<file path="config.mk">
export PLATFORM = sky130hd
export DESIGN_NAME = bytecode_fetch
export DESIGN_NICKNAME = d
export VERILOG_FILES = /design/src/rtl/bali_fetch_pkg.sv /design/src/rtl/bytecode_fetch_byte_assembler.sv /design/src/rtl/bytecode_fetch.sv
export SDC_FILE = /design/constraint.sdc
export NUM_CORES = 1
export LEC_CHECK = 0
export ABC_AREA = 1
export CAP_MARGIN = 30
export CORE_MARGIN = 5
export CORE_UTILIZATION = 39
export CTS_BUF_LIST = sky130_fd_sc_hd__clkbuf_4
export CTS_CLUSTER_SIZE = 40
export DETAILED_ROUTE_END_ITERATION = 10
export PLACE_DENSITY = 0.58
export SYNTH_ARGS = -nofsm -noshare
export SYNTH_HDL_FRONTEND = slang
export SYNTH_SLANG_ARGS = --single-unit
</file>
<file path="constraint.sdc">
create_clock -name clk -period 6.96 [get_ports clk]
set_input_delay 1.392 -clock clk [delete_from_list [all_inputs] [get_ports clk]]
set_output_delay 1.392 -clock clk [all_outputs]
set_load 0.005 [all_outputs]
</file>
<file path="src/rtl/bali_fetch_pkg.sv">
// Shared types and constants for the bytecode fetch stage.
package bali_fetch_pkg;
  typedef enum logic [1:0] {IDLE, I_FETCH, D_FETCH} fetch_state_t;

  localparam logic [7:0]  NOP_OPCODE        = 8'h00;
  localparam logic [15:0] DEFAULT_DATA_BASE = 16'h8000;
endpackage

</file>
<file path="src/rtl/bytecode_fetch_byte_assembler.sv">
// Shift-in register that assembles N bytes big-endian; done pulses on the last byte.
module byte_assembler #(
  parameter int N = 3
) (
  input  logic           clk,
  input  logic           rst,
  input  logic           clr,
  input  logic           shift_en,
  input  logic [7:0]     din,
  output logic [8*N-1:0] word,
  output logic           done
);
  logic [8*(N-1)-1:0] shreg_q, shreg_d;
  logic [2:0]         cnt_q, cnt_d;

  // word already includes the byte arriving this cycle so the caller can commit on done
  assign word = {shreg_q, din};
  assign done = shift_en && (cnt_q == 3'(N - 1));

  always_comb begin
    shreg_d = shreg_q;
    cnt_d   = cnt_q;
    if (clr) begin
      shreg_d = '0;
      cnt_d   = '0;
    end else if (shift_en) begin
      shreg_d = word[8*(N-1)-1:0];
      cnt_d   = done ? 3'd0 : cnt_q + 3'd1;
    end
  end

  always_ff @(posedge clk or posedge rst) begin
    if (rst) begin
      shreg_q <= '0;
      cnt_q   <= '0;
    end else begin
      shreg_q <= shreg_d;
      cnt_q   <= cnt_d;
    end
  end
endmodule

</file>
<file path="src/rtl/bytecode_fetch.sv">
// Fetches opcode+2 argument bytes at pc and a big-endian data word at dataindex
// from byte-wide memory, refetching whenever either input changes.
module bytecode_fetch
  import bali_fetch_pkg::*;
#(
  parameter logic [15:0] DATA_BASE = DEFAULT_DATA_BASE,
  parameter int          ADDR_W    = 16
) (
  input  logic              clk,
  input  logic              rst,
  input  logic [15:0]       pc,
  input  logic [15:0]       dataindex,
  output logic              mem_en,
  output logic [ADDR_W-1:0] mem_addr,
  input  logic [7:0]        mem_rdata,
  output logic [7:0]        op_code,
  output logic [7:0]        arg1,
  output logic [7:0]        arg2,
  output logic [31:0]       dataparams,
  output logic              instr_valid,
  output logic              data_valid
);
  fetch_state_t      state_q, state_d;
  logic [15:0]       pc_lat_q, pc_lat_d, idx_lat_q, idx_lat_d;
  logic [15:0]       fetched_pc_q, fetched_pc_d, fetched_idx_q, fetched_idx_d;
  logic              i_stale_q, i_stale_d, d_stale_q, d_stale_d;
  logic [1:0]        k_q, k_d;
  logic              iss_done_q, iss_done_d, rd_vld_q, rd_vld_d;
  logic              mem_en_q, mem_en_d;
  logic [ADDR_W-1:0] mem_addr_q, mem_addr_d;
  logic [7:0]        op_code_q, op_code_d, arg1_q, arg1_d, arg2_q, arg2_d;
  logic [31:0]       dataparams_q, dataparams_d;
  logic              instr_valid_q, instr_valid_d, data_valid_q, data_valid_d;

  logic              i_clr, d_clr, i_shift, d_shift, i_done, d_done;
  logic              go_i, go_d, dispatch;
  logic [23:0]       i_word;
  logic [31:0]       d_word;

  function automatic logic [ADDR_W-1:0] data_addr(input logic [15:0] idx);
    return ADDR_W'(DATA_BASE) + ADDR_W'({idx, 2'b00});
  endfunction

  assign i_shift = rd_vld_q && (state_q == I_FETCH);
  assign d_shift = rd_vld_q && (state_q == D_FETCH);

  byte_assembler #(.N(3)) u_instr_asm (
    .clk(clk), .rst(rst), .clr(i_clr), .shift_en(i_shift),
    .din(mem_rdata), .word(i_word), .done(i_done)
  );

  byte_assembler #(.N(4)) u_data_asm (
    .clk(clk), .rst(rst), .clr(d_clr), .shift_en(d_shift),
    .din(mem_rdata), .word(d_word), .done(d_done)
  );

  always_comb begin
    state_d       = state_q;
    pc_lat_d      = pc_lat_q;
    idx_lat_d     = idx_lat_q;
    fetched_pc_d  = fetched_pc_q;
    fetched_idx_d = fetched_idx_q;
    i_stale_d     = i_stale_q;
    d_stale_d     = d_stale_q;
    k_d           = k_q;
    iss_done_d    = iss_done_q;
    rd_vld_d      = mem_en_q;
    mem_en_d      = 1'b0;
    mem_addr_d    = mem_addr_q;
    op_code_d     = op_code_q;
    arg1_d        = arg1_q;
    arg2_d        = arg2_q;
    dataparams_d  = dataparams_q;
    instr_valid_d = instr_valid_q;
    data_valid_d  = data_valid_q;
    i_clr         = 1'b0;
    d_clr         = 1'b0;
    go_i          = 1'b0;
    go_d          = 1'b0;
    dispatch      = 1'b0;

    case (state_q)
      I_FETCH: begin
        if (pc != pc_lat_q) begin
          go_i = 1'b1;
        end else begin
          if (!iss_done_q) begin
            mem_en_d   = 1'b1;
            mem_addr_d = ADDR_W'(pc_lat_q) + ADDR_W'(k_q);
            k_d        = k_q + 2'd1;
            iss_done_d = (k_q == 2'd2);
          end
          if (i_done) begin
            {op_code_d, arg1_d, arg2_d} = i_word;
            instr_valid_d = 1'b1;
            fetched_pc_d  = pc_lat_q;
            i_stale_d     = 1'b0;
            dispatch      = 1'b1;
          end
        end
      end
      D_FETCH: begin
        // pc changes are deliberately ignored here; the word completes first
        if (dataindex != idx_lat_q) begin
          go_d = 1'b1;
        end else begin
          if (!iss_done_q) begin
            mem_en_d   = 1'b1;
            mem_addr_d = data_addr(idx_lat_q) + ADDR_W'(k_q);
            k_d        = k_q + 2'd1;
            iss_done_d = (k_q == 2'd3);
          end
          if (d_done) begin
            dataparams_d  = d_word;
            data_valid_d  = 1'b1;
            fetched_idx_d = idx_lat_q;
            d_stale_d     = 1'b0;
            dispatch      = 1'b1;
          end
        end
      end
      default: dispatch = 1'b1;
    endcase

    if (dispatch) begin
      if (pc != fetched_pc_d || i_stale_d)              go_i = 1'b1;
      else if (dataindex != fetched_idx_d || d_stale_d) go_d = 1'b1;
      else                                              state_d = IDLE;
    end

    // Starting a fetch issues its first byte on the same edge and drops any in-flight read
    if (go_i) begin
      state_d       = I_FETCH;
      pc_lat_d      = pc;
      instr_valid_d = 1'b0;
      mem_en_d      = 1'b1;
      mem_addr_d    = ADDR_W'(pc);
      k_d           = 2'd1;
      iss_done_d    = 1'b0;
      rd_vld_d      = 1'b0;
      i_clr         = 1'b1;
    end else if (go_d) begin
      state_d       = D_FETCH;
      idx_lat_d     = dataindex;
      data_valid_d  = 1'b0;
      mem_en_d      = 1'b1;
      mem_addr_d    = data_addr(dataindex);
      k_d           = 2'd1;
      iss_done_d    = 1'b0;
      rd_vld_d      = 1'b0;
      d_clr         = 1'b1;
    end
  end

  always_ff @(posedge clk or posedge rst) begin
    if (rst) begin
      state_q       <= IDLE;
      pc_lat_q      <= '0;
      idx_lat_q     <= '0;
      fetched_pc_q  <= '0;
      fetched_idx_q <= '0;
      i_stale_q     <= 1'b1;
      d_stale_q     <= 1'b1;
      k_q           <= '0;
      iss_done_q    <= 1'b0;
      rd_vld_q      <= 1'b0;
      mem_en_q      <= 1'b0;
      mem_addr_q    <= '0;
      op_code_q     <= NOP_OPCODE;
      arg1_q        <= '0;
      arg2_q        <= '0;
      dataparams_q  <= '0;
      instr_valid_q <= 1'b0;
      data_valid_q  <= 1'b0;
    end else begin
      state_q       <= state_d;
      pc_lat_q      <= pc_lat_d;
      idx_lat_q     <= idx_lat_d;
      fetched_pc_q  <= fetched_pc_d;
      fetched_idx_q <= fetched_idx_d;
      i_stale_q     <= i_stale_d;
      d_stale_q     <= d_stale_d;
      k_q           <= k_d;
      iss_done_q    <= iss_done_d;
      rd_vld_q      <= rd_vld_d;
      mem_en_q      <= mem_en_d;
      mem_addr_q    <= mem_addr_d;
      op_code_q     <= op_code_d;
      arg1_q        <= arg1_d;
      arg2_q        <= arg2_d;
      dataparams_q  <= dataparams_d;
      instr_valid_q <= instr_valid_d;
      data_valid_q  <= data_valid_d;
    end
  end

  assign mem_en      = mem_en_q;
  assign mem_addr    = mem_addr_q;
  assign op_code     = op_code_q;
  assign arg1        = arg1_q;
  assign arg2        = arg2_q;
  assign dataparams  = dataparams_q;
  assign instr_valid = instr_valid_q;
  assign data_valid  = data_valid_q;
endmodule

</file>
# After elaboration in Yosys (flattened, before gate mapping)
# Cells that the tools add are included.
[op_classes]
add_sub_neg = 7
n_eq_ne = 17
muxes = 81
bitwise_logic = 3
reduce_logical = 19
[op_table]
columns = ["operator", "n"]
rows = [
  ["two-way mux 16 bit", 14],
  ["!= test 16 bit", 4],
  ["two-way mux 24 bit", 2],
  ["two-way mux 1 bit", 44],
  ["adder 16 bit (first input constant)", 2],
  ["adder 16 x 2 -> 16 bit", 2],
  ["one-hot mux 16 bit (2 select lines)", 1],
  ["two-way mux 2 bit", 10],
  ["two-way mux 3 bit", 6],
  ["!= test 4 bit (second input constant)", 4],
  ["AND reduction 3 bit", 5],
  ["nonzero test 2 bit", 4],
  ["adder 3 x 1 -> 3 bit (second input constant)", 2],
  ["equality test 2 bit (second input constant)", 3],
  ["equality test 3 x 2 -> 1 bit (second input constant)", 2],
  ["!= test 3 bit (second input constant)", 2],
  ["one-hot mux 1 bit (2 select lines)", 3],
  ["AND reduction 5 bit", 1],
  ["logical AND 1 bit", 4],
  ["one-hot mux 2 bit (2 select lines)", 1],
  ["nonzero test 4 bit", 1],
  ["NOT 1 bit", 3],
  ["nonzero test 3 bit", 1],
  ["adder 2 x 1 -> 2 bit (second input constant)", 1],
  ["other kinds (4)", 5],
]
[word_totals]
register_bits = 193
in_bits = 42
output_inout_bits = 75
word_cells = 149

# Logic depth before layout (Yosys ltp)
# Gate-level depths: netlist of run 1.
[depth]
ltp_word = 14
mapped_depth = 23

# By module
# Synthesis of run 1 repeated with hierarchy kept, for this count alone.
[hier_totals]
hier_cells = 1265
hier_area_um2 = 9695.5
[by_module_without_submodules]
columns = ["module", "instances", "cells_each", "area_each_um2"]
rows = [
  ["bytecode_fetch", 1, 1040, 7623.6],
  ["byte_assembler at u_data_asm", 1, 133, 1228.7],
  ["byte_assembler at u_instr_asm", 1, 92, 843.3],
]

# Worst setup path after synthesis of run 1
# Ideal clock, no wire load.
[synth_timing]
path_type = "in2reg"
from = "input port dataindex[2]"
to = "register mem_addr_q[10] (netlist: mem_addr[10])"
arrival_time_ns = 3.487
required_ns = 6.843
setup_slack_ns = 3.356
stages = 23
path_buffers = 2
path_cell_list = "inv_1 > nand2_1 > nand2_1 > nor2_1 > nand2_1 > nor2_2 > nand2_2 > buf_2 > nand2_1 > nand2_1 > nand2_1 > nand2_1 > nor2_1 > nand2_1 > nor2_1 > nand3_1 > nand3_2 > nand2_2 > nor2_4 > nand2_2 > buf_6 > nand2_1 > nand2_1"
[synth_via]
elab_chain_cells = 10
[synth_lines]
columns = ["element", "line", "text"]
rows = [
  ["from (decl)", "bytecode_fetch.sv:12", "input logic [15:0] dataindex,"],
  ["!= test 16 bit", "bytecode_fetch.sv:104", "if (dataindex != idx_lat_q) begin"],
  ["two-way mux 16 bit", "bytecode_fetch.sv:104", ""],
  ["two-way mux 16 bit", "bytecode_fetch.sv:82", "case (state_q)"],
  ["!= test 16 bit", "bytecode_fetch.sv:127", "else if (dataindex != fetched_idx_d || d_stale_d) go_d = 1'b1;"],
  ["logical OR 1 bit", "bytecode_fetch.sv:127", ""],
  ["two-way mux 1 bit", "bytecode_fetch.sv:127", ""],
  ["two-way mux 1 bit", "bytecode_fetch.sv:126", "if (pc != fetched_pc_d || i_stale_d) go_i = 1'b1;"],
  ["two-way mux 1 bit", "bytecode_fetch.sv:125", "if (dispatch) begin"],
  ["!= test 4 bit (no source line) (tied with other cells)", "n/a", ""],
  ["AND reduction 5 bit (no source line) / two-way mux 16 bit (equally long branches)", "n/a", ""],
  ["to (signal assigned)", "bytecode_fetch.sv:187", "mem_addr_q <= mem_addr_d;"],
  ["to (decl)", "bytecode_fetch.sv:30", "logic [ADDR_W-1:0] mem_addr_q, mem_addr_d;"],
]
# Parallel ways exist; a longest one is shown, timed or not.
# A chain may end at the register's enable or synchronous reset.

# Worst setup path after layout of run 1
[layout_timing]
from = "input port pc[0]"
to = "register mem_addr_q[10] (netlist: mem_addr[10])"
[layout_via]
elab_chain_cells = 9
[layout_lines]
columns = ["element", "line", "text"]
rows = [
  ["from (decl)", "bytecode_fetch.sv:11", "input logic [15:0] pc,"],
  ["!= test 16 bit", "bytecode_fetch.sv:84", "if (pc != pc_lat_q) begin"],
  ["two-way mux 16 bit", "bytecode_fetch.sv:84", ""],
  ["two-way mux 16 bit", "bytecode_fetch.sv:82", ""],
  ["!= test 16 bit", "bytecode_fetch.sv:126", ""],
  ["logical OR 1 bit", "bytecode_fetch.sv:126", ""],
  ["two-way mux 1 bit", "bytecode_fetch.sv:126", ""],
  ["two-way mux 1 bit", "bytecode_fetch.sv:125", ""],
  ["!= test 4 bit (no source line) (tied with other cells)", "n/a", ""],
  ["AND reduction 5 bit (no source line) / two-way mux 16 bit (equally long branches)", "n/a", ""],
]
# Parallel ways exist; a longest one is shown, timed or not.

==> summary.txt, run 1 <==
Floorplanning
  • Initial Util: 0.397
  • Die area: 0.0289 mm²
  • Height of the die: 170 µm
  • Cell Rows: 58
  • IO Pins: 117
  • Core Area: 0.0252 mm²
  • Die X: 170 µm

Clocking
  • CTS Buffer Depth: 2
  • Clock Root Buffer: clkbuf_4
  • # clock sinks: 193
  • Clock Pin Slew Worst Setup and Hold Paths: 0.18 ns
  • Post-CTS sizing: 0
  • Clock latency on the worst-skew pair: 0.60 ns
  • Post-CTS Hold Buffers: 0
  • TritonCTS clock tree: done
  • CTS HTree Levels: 4
  • Post-CTS Setup Inserts: 0
  • CTS buffer count: 17

Route
  • DR top layer: met4
  • DR WL met2: 12900 µm
  • Post-route DRC: 0
  • Wire length on met1: 13000 µm
  • Drt pass-1 iters: 5
  • Total length of routed wires: 27800 µm
  • WL/cell: 15.4 µm
  • Met3 Wirelength: 1420 µm
  • Vias per cell: 4.99
  • Via count: 8984
  • Iteration-0 DRC Markers: 779
  • Routed Antenna Nets: 0

Timing
  • RSZ-0062 raised after global routing: false
  • Hold Violations, Final: 0
  • Relative slew slack: 0.428
  • Slew @ Worst Pin: 0.856 ns
  • Period Utilization, post-route: 0.781
  • Final Max Tran Viols: 0
  • Min Hold Slack: 0.473 ns
  • Clock Skew: 0.0448 ns
  • Final-report setup violation count: 0
  • Final setup TNS: 0 ns
  • FMAX: 184 MHz
  • Tmin final: 5.43 ns

Worst setup path
  • R2R Setup Slk: 1.57 ns
  • Crit end category: flip-flop
  • Critical setup path kind: input pin to flip-flop
  • Crit-path most repeated cell: nand2_1
  • Critical path required time: 7.44 ns
  • CP max FO: 30
  • Worst setup SP type: input pin
  • Crit-path max cell delay: 0.58 ns
  • Cell with the largest stage delay on the worst path: clkdlybuf4s50_1
  • Arr. time, crit path: 5.92 ns
  • Cells along the critical path: clkdlybuf4s50_1, nand2_1, nand2_1, nor2_1, nand2_1, nor2_4, nand2_4, inv_2, nand2_1, buf_4, clkinv_1, nor3_1, inv_1, nand3_2, nand2_2, nor2_4, nand2_2, nand2_1, nand2_1

Power and ir drop
  • Total Power: 2.38 mW
  • Comb pwr share: 0.193
  • Switching share of power: 0.351
  • Pleak: 5.89 nW
  • Seq pwr share: 0.527
  • Clock power share: 0.280
  • Worst vdd ir: 0.0000947 V
  • Psw: 0.835 mW
  • Pwr per Cell Area: 202 mW/mm²
  • Internal power: 1.54 mW

Yosys
  • Syn. warnings: 0
  • Post-synth EDFFs: 0
  • Synth Flop Type: dfrtp_1
  • Post-Syn Nets: 1410
  • Synthesized area: 0.0100 mm²
  • Async set or reset register ratio after synthesis: 1.00
  • Synthesized instance count: 1360
  • Syn_area_per_cell: 7.35 µm²
  • Sequential area share after synthesis: 0.483
  • Synth unique cells: 35
  • Flops & latches, synth: 193

Cells and area
  • Finished Layout Cells: 1800
  • Fin nets: 1506
  • Area Growth Syn to Fin: 17.7%
  • Fill cells: 2533
  • Share of layout cells above drive strength 1: 0.0551
  • Cell area after layout: 0.0118 mm²

Placed design
  • Port buffer count: 116
  • Final GP Congestion: 0.878
  • DP Cell Count: 1766
  • Placed inst area: 0.0114 mm²
  • Post-DP HPWL: 20100 µm

Run status
  • Outcome: finished, final reports clean

Global routing
  • Total GRT Usage: 0.196
  • GR Overflow Total: 0
  • Global-route wire length before repair: 45600 µm
  • Number of global-route vias before repair: 8643
  • Largest net degree at the start of global routing: 137
  • Initial antenna violation count: 1

Hold path
  • Hold Crit Class: flip-flop to flip-flop

Flow run
  • Number of max-cap violations: 0
==> worst paths after layout <==
| check | start | end | depth (start not counted) |
|---|---|---|---|
| max reg2reg | state_q[1] | mem_addr[10] | 17 |
| min | u_instr_asm.shreg_q[15] | op_code[7] | 2 |
| max | pc[0] | mem_addr[10] | 19 |
| min in group asynchronous | rst | fetched_idx_q[5] | 2 |
| max in group asynchronous | rst | mem_addr[3] | 4 |
| min reg2reg | u_instr_asm.shreg_q[15] | op_code[7] | 2 |
==> power by group through the flow <==
stage	clock [mW]	combinational (mW)	sequential, mW
after detailed placement	0	0.459	1.27
after floorplan	0	0.267	1.25
after global routing	0.725	0.518	1.26
after global placement	0	0.457	1.27
after CTS	0.687	0.462	1.25
final	0.665	0.457	1.25
==> cell usage after synthesis, types with 5 or more instances <==
master | number | share of area
nand2_1 | 471 | 0.18
dfrtp_1 | 191 | 0.48
inv_1 | 174 | 0.065
nand3_1 | 142 | 0.071
o21ai_0 | 137 | 0.069
nor2_1 | 72 | 0.027
clkbuf_1 | 25 | 0.0094
buf_2 | 20 | 0.010
nand4_1 | 17 | 0.011
inv_2 | 14 | 0.0053
a21oi_1 | 13 | 0.0065
xor2_1 | 11 | 0.0096
a211oi_1 | 7 | 0.0053
ha_1 | 7 | 0.0088
nor3_1 | 7 | 0.0035
o21ai_1 | 7 | 0.0035
a31oi_1 | 5 | 0.0031
nand2_2 | 5 | 0.0031
==> logic make-up after synthesis <==
family | after synthesis | share of synthesized area
flops | 193 | 0.483
simple gates | 729 | 0.305
xor+xnor | 11 | 0.00964
buf+inv | 241 | 0.0960
fa+ha+maj | 8 | 0.0108
compound gates | 178 | 0.0955
==> placed cells by master (no fill, tap or decap), types with 2 or more instances in the layout <==
| cell | synthesis | final |
|---|---|---|
| clkdlybuf4s50_1 | 0 | 116 |
| ha_1 | 7 | 7 |
| clkbuf_4 | 0 | 17 |
| o21ai_0 | 137 | 137 |
| nor2_2 | 2 | 2 |
| inv_6 | 0 | 3 |
| xor2_1 | 11 | 11 |
| a211oi_2 | 2 | 2 |
| clkinv_1 | 2 | 2 |
| o21ai_1 | 7 | 7 |
| o21a_1 | 4 | 4 |
| nand2_1 | 471 | 471 |
| inv_1 | 174 | 173 |
| clkinv_8 | 0 | 6 |
| nor2_4 | 4 | 4 |
| a31oi_1 | 5 | 5 |
| dfrtp_1 | 191 | 191 |
| inv_2 | 14 | 14 |
| nor3_1 | 7 | 7 |
| nand3b_1 | 2 | 2 |
| dfstp_2 | 2 | 2 |
| inv_12 | 0 | 2 |
| buf_4 | 4 | 11 |
| a21oi_1 | 13 | 13 |
| nor2_1 | 72 | 72 |
| nand3_1 | 142 | 142 |
| a211oi_1 | 7 | 7 |
| inv_8 | 0 | 4 |
| nand4_1 | 17 | 17 |
| or2_2 | 4 | 4 |
| nand2_2 | 5 | 5 |
==> registers in the layout, summed over array words and instances, names as in the netlist, 2 cells and up <==
name,cells
u_instr_asm.shreg_q,16
k_q,2
u_instr_asm.cnt_q,3
dataparams,32
u_data_asm.cnt_q,3
fetched_idx_q,16
u_data_asm.shreg_q,24
mem_addr,16
state_q,2
fetched_pc_q,16
op_code,8
arg2,8
arg1,8
idx_lat_q,16
pc_lat_q,16
==> critical path, delay by kind of cell <==
family | cells | cell delay (ns)
buffers and inverters | 5 | 1.64
and+or+nand+nor | 14 | 2.87
==> through the flow <==
| stage | util | setup WS [ns] |
|---|---|---|
| final | 0.467 | 1.53 |
| after global routing | 0.467 | 1.00 |
| after CTS | 0.466 | 1.54 |
| after detailed placement | 0.453 | 0.940 |
| after global placement | 0.453 | 1.03 |
| after floorplan | - | 0.316 |
==> cell type report <==
class	instances	area, µm²	area share
Sequential cell	193	4830	0.411
Multi-Input combinational cell	926	4210	0.357
Timing Repair Buffer	128	1270	0.108
Inverter	190	721	0.0612
Tap cell	330	413	0.0351
Clock inverter	15	198	0.0168
Clock buffer	17	128	0.0108
Antenna cell	1	2.50	0.000213
==> metal layers <==
layer / track usage / vias to the layer above
met5: 0 / -
met1: 0.274 / 4251
met4: 0.0507 / 0
li1: - / 4473
met2: 0.318 / 233
met3: 0.0330 / 27
Power figures use the tool's default switching activity.
==> inputs of run 2 (changes only) <==
--- a/config.mk
+++ b/config.mk
@@ -12,7 +12,7 @@
 export CTS_BUF_LIST = sky130_fd_sc_hd__clkbuf_4
 export CTS_CLUSTER_SIZE = 40
 export DETAILED_ROUTE_END_ITERATION = 10
-export PLACE_DENSITY = 0.58
+export PLACE_DENSITY = 0.56
 export SYNTH_ARGS = -nofsm -noshare
 export SYNTH_HDL_FRONTEND = slang
 export SYNTH_SLANG_ARGS = --single-unit
==> constraint.sdc (replaced) <==
create_clock -name clk -period 5.5 [get_ports clk]
set_input_delay 1.1 -clock clk [delete_from_list [all_inputs] [get_ports clk]]
set_output_delay 1.1 -clock clk [all_outputs]
set_load 0.005 [all_outputs]
==> summary.txt, run 2 (same netlist as run 1, synthesis figures left out) <==
Run status
  • Outcome: finished, final reports clean

Clocking
  • CTS buffer count: 17 (unchanged)
  • CTS Buffer Depth: 2 (unchanged)
  • TritonCTS clock tree: done
  • Clock Pin Slew Worst Setup and Hold Paths: 0.19 ns (about the same)
  • # clock sinks: 193 (unchanged)
  • Clock Root Buffer: clkbuf_4
  • Post-CTS Setup Inserts: 0 (unchanged)
  • Post-CTS Hold Buffers: 0 (unchanged)
  • Clock latency on the worst-skew pair: 0.59 ns (about the same)
  • CTS HTree Levels: 4 (unchanged)
  • Post-CTS sizing: 0 (unchanged)

Timing
  • Hold Violations, Final: 0 (unchanged)
  • Clock Skew: 0.0379 ns (-0.00693 ns)
  • Final setup TNS: 0 ns (unchanged)
  • FMAX: 222 MHz
  • Tmin final: 4.51 ns
  • Period Utilization, post-route: 0.820
  • Slew @ Worst Pin: 0.812 ns (-0.0445 ns)
  • Final Max Tran Viols: 0 (unchanged)
  • Setup ws final: 0.992 ns (-0.533 ns)
  • Relative slew slack: 0.458 (+0.0293)
  • RSZ-0062 raised after global routing: false
  • Final-report setup violation count: 0 (unchanged)
  • Min Hold Slack: 0.494 ns (+0.0214 ns)

Worst setup path
  • R2R Setup Slk: 1.09 ns (-0.48 ns)
  • Arr. time, crit path: 4.98 ns (-0.94 ns)
  • FF-to-FF End: mem_addr[7]
  • Crit-path most repeated cell: nand2_1
  • Crit-path max cell delay: 0.56 ns (-0.02 ns)
  • Reg-to-Reg Start: state_q[0]
  • Critical path required time: 5.97 ns (-1.47 ns)
  • Reg2reg path depth: 15 (-2)
  • Cells along the critical path: clkdlybuf4s50_1, inv_1, nand2_1, nand2_1, nor2_1, nand2_1, nor2_4, nand2_4, inv_2, nand2_1, nand2_1, nand2_1, nor2_1, nand2_1, nor2_1, nand3_1, a21oi_4, inv_2, nor2_4, nand2_2, nand2_1, nand2_1
  • Crit end category: flip-flop
  • Cell with the largest stage delay on the worst path: clkdlybuf4s50_1
  • Worst setup SP type: input pin
  • Critical setup path kind: input pin to flip-flop
  • CP max FO: 18 (-40%)

Power and ir drop
  • Total Power: 2.99 mW (+26%)
  • Pleak: 5.90 nW (+0.18%)
  • Worst vdd ir: 0.000131 V (+38%)
  • Pwr per Cell Area: 254 mW/mm² (+26%)

Hold path
  • Hold path start: u_instr_asm.shreg_q[15]
  • Hold Crit Class: flip-flop to flip-flop
  • Hold depth: 2 (unchanged)
  • Hold endpoint: op_code[7]

Floorplanning
  • Die X: 170 µm (unchanged)
  • Die area: 0.0289 mm² (unchanged)
  • IO Pins: 117 (unchanged)
  • Initial Util: 0.397 (unchanged)
  • Height of the die: 170 µm (unchanged)
  • Cell Rows: 58 (unchanged)
  • Core Area: 0.0252 mm² (unchanged)

Placed design
  • Worst slack at placement: 0.394 ns (-0.546 ns)
  • DP Cell Count: 1772 (+0.34%)
  • Port buffer count: 116 (unchanged)
  • Placed inst area: 0.0115 mm² (+0.47%)
  • Final GP Congestion: 0.857 (-2.4%)
  • Post-DP HPWL: 19900 µm (-0.88%)

Global routing
  • Total GRT Usage: 0.194 (-0.00182)
  • Initial antenna violation count: 1 (unchanged)
  • Number of global-route vias before repair: 8719 (+0.88%)
  • GR Overflow Total: 0 (unchanged)
  • Largest net degree at the start of global routing: 107 (-22%)
  • Global-route wire length before repair: 45400 µm (-0.39%)

Route
  • Drt pass-1 iters: 5 (unchanged)
  • Total length of routed wires: 27700 µm (-0.15%)
  • Post-route DRC: 0 (unchanged)
  • Vias per cell: 4.97 (-0.49%)
  • Routed Antenna Nets: 0 (unchanged)
  • Iteration-0 DRC Markers: 620 (-20%)
  • WL/cell: 15.4 µm (-0.43%)
  • Via count: 8965 (-0.21%)

Cells and area
  • Finished Layout Cells: 1805 (+0.28%)
  • Commonest cells after routing, fill and taps aside: nand2_1 (471), dfrtp_1 (191), inv_1 (173)
  • Util after Layout: 0.468 (+0.000597)
  • Commonest non-fill, non-tap cell in the layout: nand2_1
  • Largest register FFs: 32 (unchanged)
  • Fill cells: 2591 (+2.3%)
  • Cell area after layout: 0.0118 mm² (+0.13%)
  • Share of layout cells above drive strength 1: 0.0577 (+0.00253)
  • Area Growth Syn to Fin: 17.9%
  • Fin nets: 1511 (+0.33%)

Flow run
  • Number of max-cap violations: 0 (unchanged)
-- run 2: cell count changes in the layout (fill, tap and decap cells not counted) --
cell      previous run  this run
inv_8                4         0
clkinv_4             0         1
buf_4               11        16
inv_6                3         5
clkinv_1             2         3
buf_16               1         0
buf_12               0         1
-- run 2: worst max path at each step --
| stage | startpoint | end | cells after the start |
|---|---|---|---|
| 2_1_floorplan | rst | arg1[0] | 1 |
| 3_3_place_gp | pc[0] | mem_addr[12] | 22 |
| 3_5_place_dp | pc[0] | mem_addr[14] | 22 |
| 4_1_cts | state_q[0] | mem_addr[7] | 15 |
| 5_1_grt | state_q[1] | mem_addr[3] | 16 |
| 6_report | pc[1] | mem_addr[7] | 22 |
-- run 2: power by group --
| part | switching [mW] | internal [mW] | leakage [nW] |
|---|---|---|---|
| registers | 0.0909 | 1.50 | 2.29 |
| logic | 0.351 | 0.227 | 3.44 |
| clock network | 0.599 | 0.220 | 0.163 |
| total | 1.04 | 1.95 | 5.90 |
-- run 2: worst max-delay path: cells and delay by family --
| kind | cells | cell delay (ns) |
|---|---|---|
| buffers and inverters | 4 | 0.89 |
| AO/OA/AOI/OAI | 1 | 0.29 |
| AND/OR/NAND/NOR | 17 | 2.67 |
-- run 2: layout make-up --
cell class              instances  area [µm²]  share of cell area
well taps                     330         413              0.0350
diodes                          1        2.50            0.000212
inverters                     190         717              0.0608
clock inverters                15         186              0.0158
repair buffers                133        1300               0.110
multi-input cells             926        4210               0.357
clock buffers                  17         128              0.0108
flip-flops and latches        193        4830               0.410
-- run 2: metal layers --
metal	up-vias	GRT usage	share of wire
li1	4493	-	-
met5	-	0	0
met3	26	0.0269	0.051
met4	0	0.0479	0.013
met2	234	0.318	0.47
met1	4212	0.273	0.47
==> inputs of run 3 (changes only) <==
--- a/config.mk
+++ b/config.mk
@@ -12,7 +12,7 @@
 export CTS_BUF_LIST = sky130_fd_sc_hd__clkbuf_4
 export CTS_CLUSTER_SIZE = 40
 export DETAILED_ROUTE_END_ITERATION = 10
-export PLACE_DENSITY = 0.56
+export PLACE_DENSITY = 0.58
 export SYNTH_ARGS = -nofsm -noshare
 export SYNTH_HDL_FRONTEND = slang
 export SYNTH_SLANG_ARGS = --single-unit
==> constraint.sdc (replaced) <==
create_clock -name clk -period 4 [get_ports clk]
set_input_delay 0.8 -clock clk [delete_from_list [all_inputs] [get_ports clk]]
set_output_delay 0.8 -clock clk [all_outputs]
set_load 0.005 [all_outputs]
==> summary.txt, run 3 (same netlist as run 1, synthesis figures left out) <==
Timing
  • Final setup TNS: 0 ns (unchanged)
  • Clock Skew: 0.0331 ns (-0.00477 ns)
  • Tmin final: 3.46 ns
  • Relative slew slack: 0.465 (+0.00696)
  • Setup ws final: 0.541 ns (-0.451 ns)
  • Final Max Tran Viols: 0 (unchanged)
  • Final-report setup violation count: 0 (unchanged)
  • Period Utilization, post-route: 0.865
  • Slew @ Worst Pin: 0.798 ns (-0.0137 ns)
  • Min Hold Slack: 0.477 ns (-0.0178 ns)
  • FMAX: 289 MHz
  • Hold Violations, Final: 0 (unchanged)
  • RSZ-0062 raised after global routing: false

Floorplanning
  • IO Pins: 117 (unchanged)
  • Cell Rows: 58 (unchanged)
  • Die area: 0.0289 mm² (unchanged)
  • Initial Util: 0.397 (unchanged)
  • Core Area: 0.0252 mm² (unchanged)
  • Die X: 170 µm (unchanged)
  • Height of the die: 170 µm (unchanged)

Worst setup path
  • Crit end category: flip-flop
  • Arr. time, crit path: 3.95 ns (-1.03 ns)
  • Critical setup path kind: flip-flop to flip-flop
  • Worst setup SP type: flip-flop
  • Reg2reg path depth: 17 (+2)
  • Critical path required time: 4.49 ns (-1.48 ns)
  • CP max FO: 4 (-14)

Power and ir drop
  • Pleak: 6.06 nW (+2.7%)
  • Worst vdd ir: 0.000226 V (+73%)
  • Total Power: 4.11 mW (+38%)
  • Pwr per Cell Area: 341 mW/mm² (+35%)

Hold path
  • Hold depth: 2 (unchanged)
  • Hold Crit Class: flip-flop to flip-flop

Clocking
  • TritonCTS clock tree: done
  • Clock Root Buffer: clkbuf_4
  • Post-CTS Hold Buffers: 0 (unchanged)
  • Post-CTS Setup Inserts: 0 (unchanged)
  • Clock Pin Slew Worst Setup and Hold Paths: 0.18 ns (about the same)
  • Clock latency on the worst-skew pair: 0.60 ns (about the same)
  • # clock sinks: 193 (unchanged)
  • CTS HTree Levels: 4 (unchanged)
  • CTS Buffer Depth: 2 (unchanged)
  • CTS buffer count: 17 (unchanged)

Route
  • Post-route DRC: 0 (unchanged)
  • Drt pass-1 iters: 5 (unchanged)
  • WL/cell: 15.1 µm (-1.4%)
  • Vias per cell: 4.90 (-1.3%)
  • Iteration-0 DRC Markers: 653 (+5.3%)
  • Routed Antenna Nets: 0 (unchanged)
  • Total length of routed wires: 27700 µm (-0.19%)
  • Via count: 8963 (-0.022%)

Cells and area
  • Fin nets: 1534 (+1.5%)
  • Largest register FFs: 32 (unchanged)
  • Commonest cells after routing, fill and taps aside: nand2_1 (471), dfrtp_1 (191), inv_1 (173)
  • Share of layout cells above drive strength 1: 0.0722 (+0.0145)
  • Finished Layout Cells: 1828 (+1.3%)
  • Commonest non-fill, non-tap cell in the layout: nand2_1
  • Area Growth Syn to Fin: 20.5%

Placed design
  • DP Cell Count: 1795 (+1.3%)
  • Port buffer count: 116 (unchanged)
  • Worst slack at placement: -0.0682 ns (-0.462 ns)
  • Post-DP HPWL: 20200 µm (+1.3%)
  • Final GP Congestion: 0.881 (+2.8%)

Global routing
  • Number of global-route vias before repair: 8801 (+0.94%)
  • GR Overflow Total: 0 (unchanged)
  • Initial antenna violation count: 1 (unchanged)
  • Total GRT Usage: 0.194 (+0.000456)
  • Global-route wire length before repair: 45500 µm (+0.18%)
  • Largest net degree at the start of global routing: 85 (-21%)

Run status
  • Outcome: finished, final reports clean

Flow run
  • Number of max-cap violations: 0 (unchanged)
[run 3: cell count changes in the layout (fill, tap and decap cells not counted), sizes merged]
cell,change
buf,+23
clkinv,-1
diode,+1
[run 3: repair_timing]
item                                   CTS  global route
setup endpoints to repair                0            15
resized for setup                        0             1
endpoints found under the hold margin    0             0
[run 3: worst paths after layout]
path                                    startpoint       endpoint  slack [ns]
max                                    pc_lat_q[0]   mem_addr[14]        0.54
min                        u_instr_asm.shreg_q[15]     op_code[7]        0.48
max reg2reg                            pc_lat_q[0]   mem_addr[14]        0.54
min reg2reg                u_instr_asm.shreg_q[15]     op_code[7]        0.48
max in group asynchronous                      rst      i_stale_q        2.61
min in group asynchronous                      rst  dataparams[0]        0.56
[run 3: worst max-delay path, cell delays in order (launching register included)]
cell and delay [ns]:
dfrtp_1 0.45, ha_1 0.20, inv_1 0.06, fa_1 0.40, or2_2 0.33, nor3_1 0.45, nand3_1 0.18, nor3_1 0.31
nand3_1 0.14, nor2_1 0.16, nand2_1 0.08, xor2_1 0.14, nand2_1 0.07, o21ai_0 0.09, nand4_1 0.11, nand3_1 0.07
nand2_1 0.06, nand2_1 0.05
[run 3: through the flow]
stage	instance area [µm²]	util
3_5_place_dp	11700	0.466
3_3_place_gp	11700	0.466
6_report	12000	0.478
5_1_grt	12000	0.478
2_1_floorplan	10000	-
4_1_cts	12000	0.478
[run 3: metal layers]
layer / share of wire / up-vias / GRT usage / wire length (µm)
met5: 0 / - / 0 / 0
met4: 0.018 / 0 / 0.0507 / 489
met3: 0.046 / 30 / 0.0337 / 1270
met2: 0.47 / 192 / 0.318 / 12900
met1: 0.47 / 4205 / 0.269 / 13000
li1: - / 4536 / - / -
[run 3: layout make-up]
| cell class | count | area [µm²] |
|---|---|---|
| fill | 2504 | 13100 |
| sequential | 193 | 4830 |
| multi-input combinational | 926 | 4210 |
| timing repair buffer | 156 | 1570 |
| inverter | 190 | 717 |
| tap | 330 | 413 |
| clock inverter | 14 | 165 |
| clock buffer | 17 | 128 |
| antenna | 2 | 5.00 |
[run 3: power by group]
part | internal (mW) | switching [mW]
registers | 2.06 | 0.122
logic | 0.349 | 0.496
clock network | 0.291 | 0.791
